`config.mk`:
```
export PLATFORM = sky130hd
export DESIGN_NAME = edge_frame_ctrl
export DESIGN_NICKNAME = d
export VERILOG_FILES = /design/src/rtl/mem_config_pkg.sv /design/src/rtl/sobel_config_pkg.sv /design/src/rtl/edge_frame_ctrl.sv
export SDC_FILE = /design/constraint.sdc
export NUM_CORES = 1
export LEC_CHECK = 0
export ABC_AREA = 1
export BUFFER_PORTS_ARGS = -buffer_cell sky130_fd_sc_hd__buf_2
export CAP_MARGIN = 20
export CORE_MARGIN = 5
export CORE_UTILIZATION = 39
export CTS_CLUSTER_SIZE = 25
export DETAILED_ROUTE_END_ITERATION = 6
export HOLD_SLACK_MARGIN = 0.08
export PLACE_DENSITY_LB_ADDON = 0.08
export SLEW_MARGIN = 10
export SYNTH_ARGS = -nofsm -noshare
export SYNTH_HDL_FRONTEND = slang
export SYNTH_SLANG_ARGS = --single-unit
```
`constraint.sdc`:
```
create_clock -name clk_i -period 1.45 [get_ports clk_i]
set_input_delay 0.0725 -clock clk_i [delete_from_list [all_inputs] [get_ports clk_i]]
set_output_delay 0.0725 -clock clk_i [all_outputs]
set_load 0.005 [all_outputs]
```
`src/rtl/mem_config_pkg.sv`:
```
// Purpose: Shared memory geometry for the edge-detection image buffers.
// Contents:
//   ADDR_WIDTH - pixel address width of the input image memory
//   DATA_WIDTH - pixel width of the input image memory
package mem_config_pkg;

  localparam int unsigned ADDR_WIDTH = 12;
  localparam int unsigned DATA_WIDTH = 8;

endpackage

```
`src/rtl/sobel_config_pkg.sv`:
```
// Purpose: Frame controller configuration for the Sobel edge engine.
// Contents:
//   frame_state_e          - frame sequencing FSM states
//   DRAIN_CYCLES_DEF       - default post-finish drain length
//   TIMEOUT_CYCLES_DEF     - default run-phase watchdog limit
package sobel_config_pkg;

  typedef enum logic [2:0] {
    ST_IDLE  = 3'd0,
    ST_KICK  = 3'd1,
    ST_RUN   = 3'd2,
    ST_DRAIN = 3'd3,
    ST_DONE  = 3'd4
  } frame_state_e;

  localparam int unsigned DRAIN_CYCLES_DEF   = 4;
  localparam int unsigned TIMEOUT_CYCLES_DEF = 65535;

endpackage

```
`src/rtl/edge_frame_ctrl.sv`:
```
// Purpose: Frame sequencer for the Sobel edge engine. The host loads the
//   input image while the controller is idle, then the controller kicks the
//   engine, waits for its finish flag, drains trailing writes and reports a
//   completed frame. The input image memory port is shared: host writes in
//   IDLE, engine reads in every other state.
// Configuration:
//   EDGE_CTRL_TIMEOUT_EN - when defined, a run-phase watchdog forces the
//   frame to complete after TIMEOUT_CYCLES and raises a sticky timeout_o.
// Ports:
//   clk_i, rst_ni         clock, synchronous active-low reset
//   host_valid_i/addr/data host pixel write request
//   host_ready_o          host write accepted this cycle
//   host_load_done_i      frame loaded, start processing
//   sob_start_o           one-cycle start pulse to the engine
//   sob_finish_i          engine finished flag
//   sob_rd_addr_i         engine input-pixel read address
//   imem_addr_o/we_o/wdata_o  input image memory port
//   busy_o                frame in progress
//   frame_done_o          one-cycle frame-complete pulse
//   frame_cnt_o           completed-frame count (wraps)
//   timeout_o             sticky watchdog error
module edge_frame_ctrl
  import mem_config_pkg::*;
  import sobel_config_pkg::*;
#(
  parameter int unsigned DRAIN_CYCLES   = DRAIN_CYCLES_DEF,
  parameter int unsigned TIMEOUT_CYCLES = TIMEOUT_CYCLES_DEF
) (
  input  logic                  clk_i,
  input  logic                  rst_ni,
  input  logic                  host_valid_i,
  input  logic [ADDR_WIDTH-1:0] host_addr_i,
  input  logic [DATA_WIDTH-1:0] host_data_i,
  output logic                  host_ready_o,
  input  logic                  host_load_done_i,
  output logic                  sob_start_o,
  input  logic                  sob_finish_i,
  input  logic [ADDR_WIDTH-1:0] sob_rd_addr_i,
  output logic [ADDR_WIDTH-1:0] imem_addr_o,
  output logic                  imem_we_o,
  output logic [DATA_WIDTH-1:0] imem_wdata_o,
  output logic                  busy_o,
  output logic                  frame_done_o,
  output logic [7:0]            frame_cnt_o,
  output logic                  timeout_o
);

  localparam int unsigned DRAIN_W = (DRAIN_CYCLES > 1) ? $clog2(DRAIN_CYCLES) : 1;

  frame_state_e       r_state;
  logic               r_sob_start;
  logic               r_frame_done;
  logic [7:0]         r_frame_cnt;
  logic [DRAIN_W-1:0] r_drain_cnt;
  logic               w_idle;

`ifdef EDGE_CTRL_TIMEOUT_EN
  localparam int unsigned WD_W = (TIMEOUT_CYCLES > 1) ? $clog2(TIMEOUT_CYCLES) : 1;
  logic [WD_W-1:0]    r_wd_cnt;
  logic               r_timeout;
`else
  // Watchdog is compiled out; the limit parameter is kept for a uniform
  // parameter list across both builds.
  logic               w_unused_timeout_cfg;
  assign w_unused_timeout_cfg = (TIMEOUT_CYCLES == 0);
`endif

  always_ff @(posedge clk_i) begin
    if (!rst_ni) begin
      r_state      <= ST_IDLE;
      r_sob_start  <= 1'b0;
      r_frame_done <= 1'b0;
      r_frame_cnt  <= 8'd0;
      r_drain_cnt  <= '0;
`ifdef EDGE_CTRL_TIMEOUT_EN
      r_wd_cnt     <= '0;
      r_timeout    <= 1'b0;
`endif
    end else begin
      // Both pulses are single-cycle; only the transition into KICK/DONE raises them.
      r_sob_start  <= 1'b0;
      r_frame_done <= 1'b0;
      case (r_state)
        ST_IDLE: begin
          if (host_load_done_i) begin
            r_state     <= ST_KICK;
            r_sob_start <= 1'b1;
`ifdef EDGE_CTRL_TIMEOUT_EN
            r_timeout   <= 1'b0;
`endif
          end
        end
        ST_KICK: begin
          r_state <= ST_RUN;
`ifdef EDGE_CTRL_TIMEOUT_EN
          r_wd_cnt <= '0;
`endif
        end
        ST_RUN: begin
          if (sob_finish_i) begin
            r_state     <= ST_DRAIN;
            r_drain_cnt <= '0;
          end
`ifdef EDGE_CTRL_TIMEOUT_EN
          else if (r_wd_cnt == WD_W'(TIMEOUT_CYCLES - 1)) begin
            // Forced completion still counts as a frame so the host sees an end.
            r_state      <= ST_DONE;
            r_frame_done <= 1'b1;
            r_frame_cnt  <= r_frame_cnt + 8'd1;
            r_timeout    <= 1'b1;
          end else begin
            r_wd_cnt <= r_wd_cnt + 1'b1;
          end
`endif
        end
        ST_DRAIN: begin
          // Drain window lets the engine flush its trailing border-pixel writes.
          if (r_drain_cnt == DRAIN_W'(DRAIN_CYCLES - 1)) begin
            r_state      <= ST_DONE;
            r_frame_done <= 1'b1;
            r_frame_cnt  <= r_frame_cnt + 8'd1;
          end else begin
            r_drain_cnt <= r_drain_cnt + 1'b1;
          end
        end
        ST_DONE: begin
          r_state <= ST_IDLE;
        end
        default: begin
          r_state <= ST_IDLE;
        end
      endcase
    end
  end

  assign w_idle = (r_state == ST_IDLE);

  // Memory port mux: host owns the port only while idle; the engine address
  // passes straight through otherwise so no read latency is added.
  assign host_ready_o = w_idle;
  assign imem_we_o    = w_idle & host_valid_i;
  assign imem_addr_o  = w_idle ? host_addr_i : sob_rd_addr_i;
  assign imem_wdata_o = w_idle ? host_data_i : '0;

  assign busy_o       = ~w_idle;
  assign sob_start_o  = r_sob_start;
  assign frame_done_o = r_frame_done;
  assign frame_cnt_o  = r_frame_cnt;

`ifdef EDGE_CTRL_TIMEOUT_EN
  assign timeout_o = r_timeout;
`else
  assign timeout_o = 1'b0;
`endif

endmodule
```
==> impl_summary.log, run 1 <==
[metrics] post-route worst setup slack: 98.8 ps
[metrics] nature of the critical path endpoint: primary output
[metrics] Critical R2R Launch: r_drain_cnt[0]$_SDFFE_PN0P_
[metrics] number of warnings issued by yosys: 0
[metrics] ordered list of cells on the worst path: nor2_4, nand2_4, buf_12, nor2_1, buf_2
[metrics] Post-Route Skew: 2.16 ps
[metrics] peak clock frequency supported by timing: 740 MHz
[metrics] highest-delay cell along the critical path: sky130_fd_sc_hd__dfxtp_1
[metrics] part of the total power dissipated in combinational logic: 47.3%
[metrics] clock edge transition at the registers on the reported setup and hold paths: 90 ps
[metrics] Peak supply drop: 0.585 mV
[metrics] dominant cell type by area after synthesis: sky130_fd_sc_hd__dfxtp_1
[metrics] number of port buffers: 69
[metrics] insertion delay to the later sink of the worst-skew pair: 280 ps
[metrics] outcome: finished, final reports clean
[metrics] initial antenna violation count: 0
[metrics] Net Sw Frac: 37.6%
[metrics] clock buffer count from CTS: 3
[metrics] final HPWL from detailed placement: 2.23 mm
[metrics] drt initial violations: 84
[metrics] Max FO, Critical Path: 23
[metrics] netlist area before placement: 916 um2
[metrics] setup-violating endpoint count in the final report: 0
[metrics] commonest cells after routing, fill and taps aside: sky130_fd_sc_hd__buf_2, sky130_fd_sc_hd__nand2_1, sky130_fd_sc_hd__nor2_1
[metrics] multi-input gate area in the final layout: 541 um2
[metrics] per-instance average area after synthesis: 5.95 um2
[metrics] setup repair after global routing missed its margin: false
[metrics] max-cap violation count: 0
[metrics] drt pass-1 iters: 4
[metrics] vias post-DR: 1142
[metrics] overall power of the completed layout: 1.33 mW
[metrics] initial core utilization: 41.0%
[metrics] clk sinks: 15
[metrics] critical path arrival: 1280 ps
[metrics] Filler Cells Inserted: 224
[metrics] total count of max-transition violations in the final report: 0
[metrics] die area: 3420 um2
[metrics] relative contribution of sequential cells to total power: 34.7%
[metrics] static leakage: 0.799 nW
[metrics] setup slack after placement: 131 ps
[metrics] hold crit path type: input pin to flip-flop
[metrics] synthesis-to-finish area growth: 49.3%
[metrics] most common cell after layout, fill and taps aside: sky130_fd_sc_hd__buf_2
[metrics] global-route wire length before repair: 4.36 mm
[metrics] non-filler cells, final: 253
[metrics] core area: 2230 um2
[metrics] Die Y: 58.5 um
[metrics] post-route fraction of the period consumed by the critical path: 93.2%
[metrics] register bit total from synthesis: 15
[metrics] placer congestion estimate: 0.816
[metrics] placed insts: 247
[metrics] total negative setup slack: 0 ps
[metrics] average wire per cell in the routed design: 10.8 um
[metrics] fraction of post-synthesis cell area in the top cell type by area: 32.8%
[metrics] std cell rows: 17
[metrics] placed cell area: 1270 um2
[metrics] deepest level of the CTS H-tree: 1
[metrics] Setup CP Type: flip-flop to primary output
[metrics] number of nets in the final layout: 265
[metrics] total net switching power: 0.500 mW
[metrics] Post-route DRC: 0
[metrics] hold slack final: 84.8 ps
[metrics] final count of hold timing violations: 0
[metrics] clock power share: 17.9%
[metrics] diode count: 0
[metrics] post-DR vias/cell: 4.51
[metrics] grt ovf: 0
[metrics] die extent in x: 58.5 um
[metrics] Int Pwr: 0.831 mW
[metrics] Post-Synthesis Net Count: 193
[metrics] CTS tree: yes
[metrics] number of routed nets with antenna violations: 0
[metrics] total routing resource utilization after global routing: 15.9%
[metrics] Post-Layout Inst Area: 1370 um2
[metrics] post-layout util: 61.2%
[metrics] Syn Inst Count: 154
[metrics] leading post-synthesis cells by cell area: sky130_fd_sc_hd__dfxtp_1, sky130_fd_sc_hd__nand2_1, sky130_fd_sc_hd__nor2_1
[metrics] source of the critical timing path: r_state[2]$_SDFFE_PN0P_
[metrics] required time at the endpoint of the critical path: 1380 ps
[metrics] Reg area: 305 um2
[metrics] pin count of the biggest net entering global routing: 24
[metrics] post-layout minimum cycle time: 1350 ps
[metrics] longest individual stage delay on the worst path: 360 ps
[metrics] worst hold path startpoint: rst_ni
[metrics] IO Count: 71
[metrics] startpoint kind of the worst setup timing path: flip-flop
[metrics] share of the yosys chip area belonging to registers: 32.8%
[metrics] largest buffer count on any clock path: 2
[metrics] CTS root buffer: sky130_fd_sc_hd__clkbuf_4
[metrics] share of cells above drive strength 1: 39.1%
[metrics] power density over cell area: 973 nW/um2
[metrics] count of distinct cell types in the synthesized netlist: 23
[metrics] number of global-route vias before repair: 1005
[metrics] Total Routed Length: 2.74 mm
## flip-flops by register name, summed over array words and instances, names as in the netlist
name and flops:
frame_cnt_o 8, frame_done_o 1, r_drain_cnt 2, r_state 3, sob_start_o 1
## per-layer routing
metal / track usage (%) / wire length (um) / vias up
li1: - / - / 611
met2: 26.0 / 1220 / 52
met4: 6.95 / 38 / 0
met3: 3.51 / 346 / 4
met5: 0 / 0 / -
met1: 19.9 / 1130 / 475
## cells in the mapped netlist
library cell	instances
sky130_fd_sc_hd__inv_2	3
sky130_fd_sc_hd__inv_1	17
sky130_fd_sc_hd__nand3_2	1
sky130_fd_sc_hd__nand3_1	8
sky130_fd_sc_hd__dfxtp_1	15
sky130_fd_sc_hd__buf_2	2
sky130_fd_sc_hd__nand4_1	1
sky130_fd_sc_hd__nand4_2	1
sky130_fd_sc_hd__nor2_4	1
sky130_fd_sc_hd__a31oi_1	1
sky130_fd_sc_hd__a21oi_1	7
sky130_fd_sc_hd__ha_1	2
sky130_fd_sc_hd__nor2_2	2
sky130_fd_sc_hd__nor2b_1	1
sky130_fd_sc_hd__conb_1	1
sky130_fd_sc_hd__buf_4	2
sky130_fd_sc_hd__o21ai_0	1
sky130_fd_sc_hd__nand2_1	56
sky130_fd_sc_hd__clkbuf_1	1
sky130_fd_sc_hd__nor2_1	27
sky130_fd_sc_hd__nor3_2	1
sky130_fd_sc_hd__nand2_2	1
sky130_fd_sc_hd__o21ai_1	2
## worst paths after layout
check | end | slack (ps) | cells past startpoint
max | imem_wdata_o[5] | 100 | 5
min | frame_cnt_o[4]$_SDFFE_PN0P_ | 80 | 3
max reg2reg | frame_cnt_o[7]$_SDFFE_PN0P_ | 190 | 7
min reg2reg | r_drain_cnt[1]$_SDFFE_PN0P_ | 480 | 2
## power groups by stage
stage                     combinational (mW)  clock, mW  sequential, mW
final                                  0.630      0.239           0.462
after global routing                   0.714      0.279           0.466
after CTS                              0.590      0.249           0.455
after detailed placement               0.575          0           0.462
after global placement                 0.562          0           0.461
after floorplan                        0.330          0           0.459
## cells by family (layout without fill, tap and decap cells)
logic type | count (synthesis) | count (layout) | share of synthesized area, %
and+or+nand+nor | 100 | 100 | 46.6
buffers and inverters | 25 | 96 | 11.3
DFF | 15 | 15 | 32.8
AOI/OAI and AO/OA | 11 | 11 | 6.15
adders and majority gates | 2 | 2 | 2.73
other | 1 | 1 | 0.409
## worst max-delay path, delay by kind of cell (launching register included)
kind	cells	cell delay [ps]
flip-flops	1	360
AND/OR/NAND/NOR	3	340
buffers and inverters	2	290
## timing repair
item,in CTS,in global routing
buffers inserted,0,1
resized for setup,3,10
pin swaps,0,1
setup endpoints to repair,20,18
hold buffers,1,0
hold endpoints to repair,1,0
## cell type report
class | instances | area share [%]
clock buffer | 4 | 1.92
multi-input combinational | 114 | 39.5
sequential | 15 | 22.3
inverter | 20 | 5.67
timing repair buffer | 72 | 28.0
tap | 28 | 2.56
Power figures use the tool's default switching activity.
==> run 2: changes to the inputs <==
==> constraint.sdc (replaced) <==
create_clock -name clk_i -period 1.45 [get_ports clk_i]
set_input_delay 0 -clock clk_i [delete_from_list [all_inputs] [get_ports clk_i]]
set_output_delay 0 -clock clk_i [all_outputs]
set_load 0.005 [all_outputs]
==> run 2 against run 1 <==
Against the previous run: design area is 2.0% lower; sequential power shrank 0.9%; register-to-register slack lost 50 ps; combinational power is 6.8% lower; core utilization is 1.2 points lower; fmax up 0.43%; clock-buffer cell count is the same.
==> impl_summary.log, run 2 (synthesized netlist as in run 1, its figures left out) <==
[metrics] outcome: finished, final reports clean
[metrics] startpoint kind of the worst setup timing path: flip-flop
[metrics] clock edge transition at the registers on the reported setup and hold paths: 90 ps (about the same)
[metrics] std cell rows: 17 (unchanged)
[metrics] final HPWL from detailed placement: 2.18 mm (-2.3%)
[metrics] Post-Layout Inst Area: 1340 um2 (-2.0%)
[metrics] power density over cell area: 957 nW/um2 (-1.7%)
[metrics] drt initial violations: 62 (-26%)
[metrics] Setup CP Type: flip-flop to primary output
[metrics] static leakage: 0.809 nW (+1.3%)
[metrics] placed cell area: 1270 um2 (unchanged)
[metrics] met1 Track Usage GR: 17.3% (-2.6 points)
[metrics] Filler Cells Inserted: 217 (-3.1%)
[metrics] share of cells above drive strength 1: 37.8% (-1.3 points)
[metrics] insertion delay to the later sink of the worst-skew pair: 290 ps (about the same)
[metrics] most crowded layer after global routing: met2
[metrics] GR met3 Demand/Resource: 3.07% (-0.44 points)
[metrics] Die Y: 58.5 um (unchanged)
[metrics] total count of max-transition violations in the final report: 0 (unchanged)
[metrics] number of flip-flops in the largest register: 8 (unchanged)
[metrics] number of global-route vias before repair: 989 (-1.6%)
[metrics] placer congestion estimate: 0.822 (+0.77%)
[metrics] commonest cells after routing, fill and taps aside: sky130_fd_sc_hd__buf_2, sky130_fd_sc_hd__nand2_1, sky130_fd_sc_hd__nor2_1
[metrics] global-route wire length before repair: 4.08 mm (-6.3%)
[metrics] CTS tree: yes
[metrics] clk sinks: 15 (unchanged)
[metrics] IO Count: 71 (unchanged)
[metrics] grt ovf: 0 (unchanged)
[metrics] largest buffer count on any clock path: 2 (unchanged)
[metrics] critical path arrival: 1350 ps (+70 ps)
[metrics] post-layout minimum cycle time: 1350 ps (-5.73 ps)
[metrics] required time at the endpoint of the critical path: 1450 ps (+70 ps)
[metrics] Post-route DRC: 0 (unchanged)
[metrics] overall power of the completed layout: 1.28 mW (-3.6%)
[metrics] initial core utilization: 41.0% (unchanged)
[metrics] max-cap violation count: 0 (unchanged)
[metrics] most common cell after layout, fill and taps aside: sky130_fd_sc_hd__buf_2
[metrics] total routing resource utilization after global routing: 14.9% (-1.0 points)
[metrics] vias post-DR: 1154 (+1.1%)
[metrics] Post-Route Skew: 5.38 ps (+3.21 ps)
[metrics] total negative setup slack: 0 ps (unchanged)
[metrics] Peak supply drop: 0.645 mV (+10%)
[metrics] core area: 2230 um2 (unchanged)
[metrics] average wire per cell in the routed design: 10.6 um (-2.3%)
[metrics] Max FO, Critical Path: 22 (-4.3%)
[metrics] pin count of the biggest net entering global routing: 23 (-4.2%)
[metrics] initial antenna violation count: 0 (unchanged)
[metrics] final count of hold timing violations: 0 (unchanged)
[metrics] number of routed nets with antenna violations: 0 (unchanged)
[metrics] clock buffer count from CTS: 3 (unchanged)
[metrics] hold crit path type: input pin to flip-flop
[metrics] peak clock frequency supported by timing: 743 MHz (+0.43%)
[metrics] CTS root buffer: sky130_fd_sc_hd__clkbuf_4
[metrics] post-DR vias/cell: 4.56 (+1.1%)
[metrics] number of nets in the final layout: 265 (unchanged)
[metrics] post-route fraction of the period consumed by the critical path: 92.8% (-0.40 points)
[metrics] Total Routed Length: 2.68 mm (-2.3%)
[metrics] nature of the critical path endpoint: primary output
[metrics] setup repair after global routing missed its margin: false
[metrics] Global Route met2 Usage: 25.8% (-0.16 points)
[metrics] hold slack final: 100 ps (+15.6 ps)
[metrics] synthesis-to-finish area growth: 46.3%
[metrics] setup-violating endpoint count in the final report: 0 (unchanged)
[metrics] die extent in x: 58.5 um (unchanged)
[metrics] die area: 3420 um2 (unchanged)
[metrics] drt pass-1 iters: 4 (unchanged)
[metrics] number of port buffers: 69 (unchanged)
[metrics] diode count: 0 (unchanged)
[metrics] deepest level of the CTS H-tree: 1 (unchanged)
run 2: cell types whose count changed in the layout (fill, tap and decap cells not counted):
cell	before	now
sky130_fd_sc_hd__buf_12	1	0
sky130_fd_sc_hd__nand4_4	1	0
sky130_fd_sc_hd__dfxtp_4	1	0
sky130_fd_sc_hd__nor2b_1	0	1
sky130_fd_sc_hd__dfxtp_2	1	2
sky130_fd_sc_hd__dlygate4sd3_1	1	2
sky130_fd_sc_hd__nor2_1	26	27
sky130_fd_sc_hd__nand2_4	1	0
sky130_fd_sc_hd__nand4_2	0	1
sky130_fd_sc_hd__nor2b_2	1	0
sky130_fd_sc_hd__nor2_2	1	0
sky130_fd_sc_hd__nand2_2	0	1
sky130_fd_sc_hd__buf_4	1	0
sky130_fd_sc_hd__buf_6	0	1
run 2: worst paths after layout:
| check | startpoint | slack, ps | endpoint | depth (start not counted) |
|---|---|---|---|---|
| setup / recovery | r_state[0]$_SDFFE_PN0P_ | 100 | imem_addr_o[1] | 6 |
| hold / removal | sob_finish_i | 100 | r_state[0]$_SDFFE_PN0P_ | 5 |
| setup reg to reg | r_drain_cnt[0]$_SDFFE_PN0P_ | 140 | frame_cnt_o[6]$_SDFFE_PN0P_ | 6 |
| hold reg to reg | r_drain_cnt[1]$_SDFFE_PN0P_ | 470 | r_drain_cnt[1]$_SDFFE_PN0P_ | 2 |
run 2: power by group:
| group | switching (mW) | internal (mW) |
|---|---|---|
| sequential | 0.0247 | 0.433 |
| clock | 0.130 | 0.107 |
| combinational | 0.323 | 0.264 |
run 2: layer usage:
| layer | vias up | part of all wire (%) | wire length [um] |
|---|---|---|---|
| met5 | - | 0 | 0 |
| met4 | 0 | 1.6 | 44 |
| met3 | 5 | 12 | 313 |
| met2 | 51 | 46 | 1220 |
| met1 | 490 | 41 | 1100 |
| li1 | 608 | - | - |
run 2: layout make-up:
cell class	count	area, um2	share of cell area [%]
Clock buffer	4	26.3	1.96
Inverter	20	77.6	5.79
Multi-Input combinational cell	114	522	38.9
Sequential cell	15	303	22.6
Tap cell	28	35.0	2.61
Timing Repair Buffer	72	377	28.1
run 2: worst max-delay path: stages (launching register included):
cell and delay [ps]:
sky130_fd_sc_hd__dfxtp_2 370, sky130_fd_sc_hd__nor2_4 160, sky130_fd_sc_hd__nand2_2 110, sky130_fd_sc_hd__buf_6 180, sky130_fd_sc_hd__nand2_1 70, sky130_fd_sc_hd__nand2_1 50
sky130_fd_sc_hd__buf_2 120
run 2: timing repair:
| item | CTS | global route |
|---|---|---|
| resized for setup | 0 | 6 |
| endpoints found under the hold margin | 9 | 0 |
| setup buffers | 0 | 0 |
| hold buffers | 2 | 0 |
| endpoints found under the setup margin | 0 | 22 |
run 2: per-stage QoR:
stage | setup WS, ps | util (%) | std cells
6_report | 105 | 60.0 | 253
5_1_grt | 5.16 | 60.0 | 253
4_1_cts | 7.68 | 59.2 | 253
3_5_place_dp | 138 | 57.1 | 247
3_3_place_gp | 220 | 57.1 | 247
2_1_floorplan | 285 | - | 154
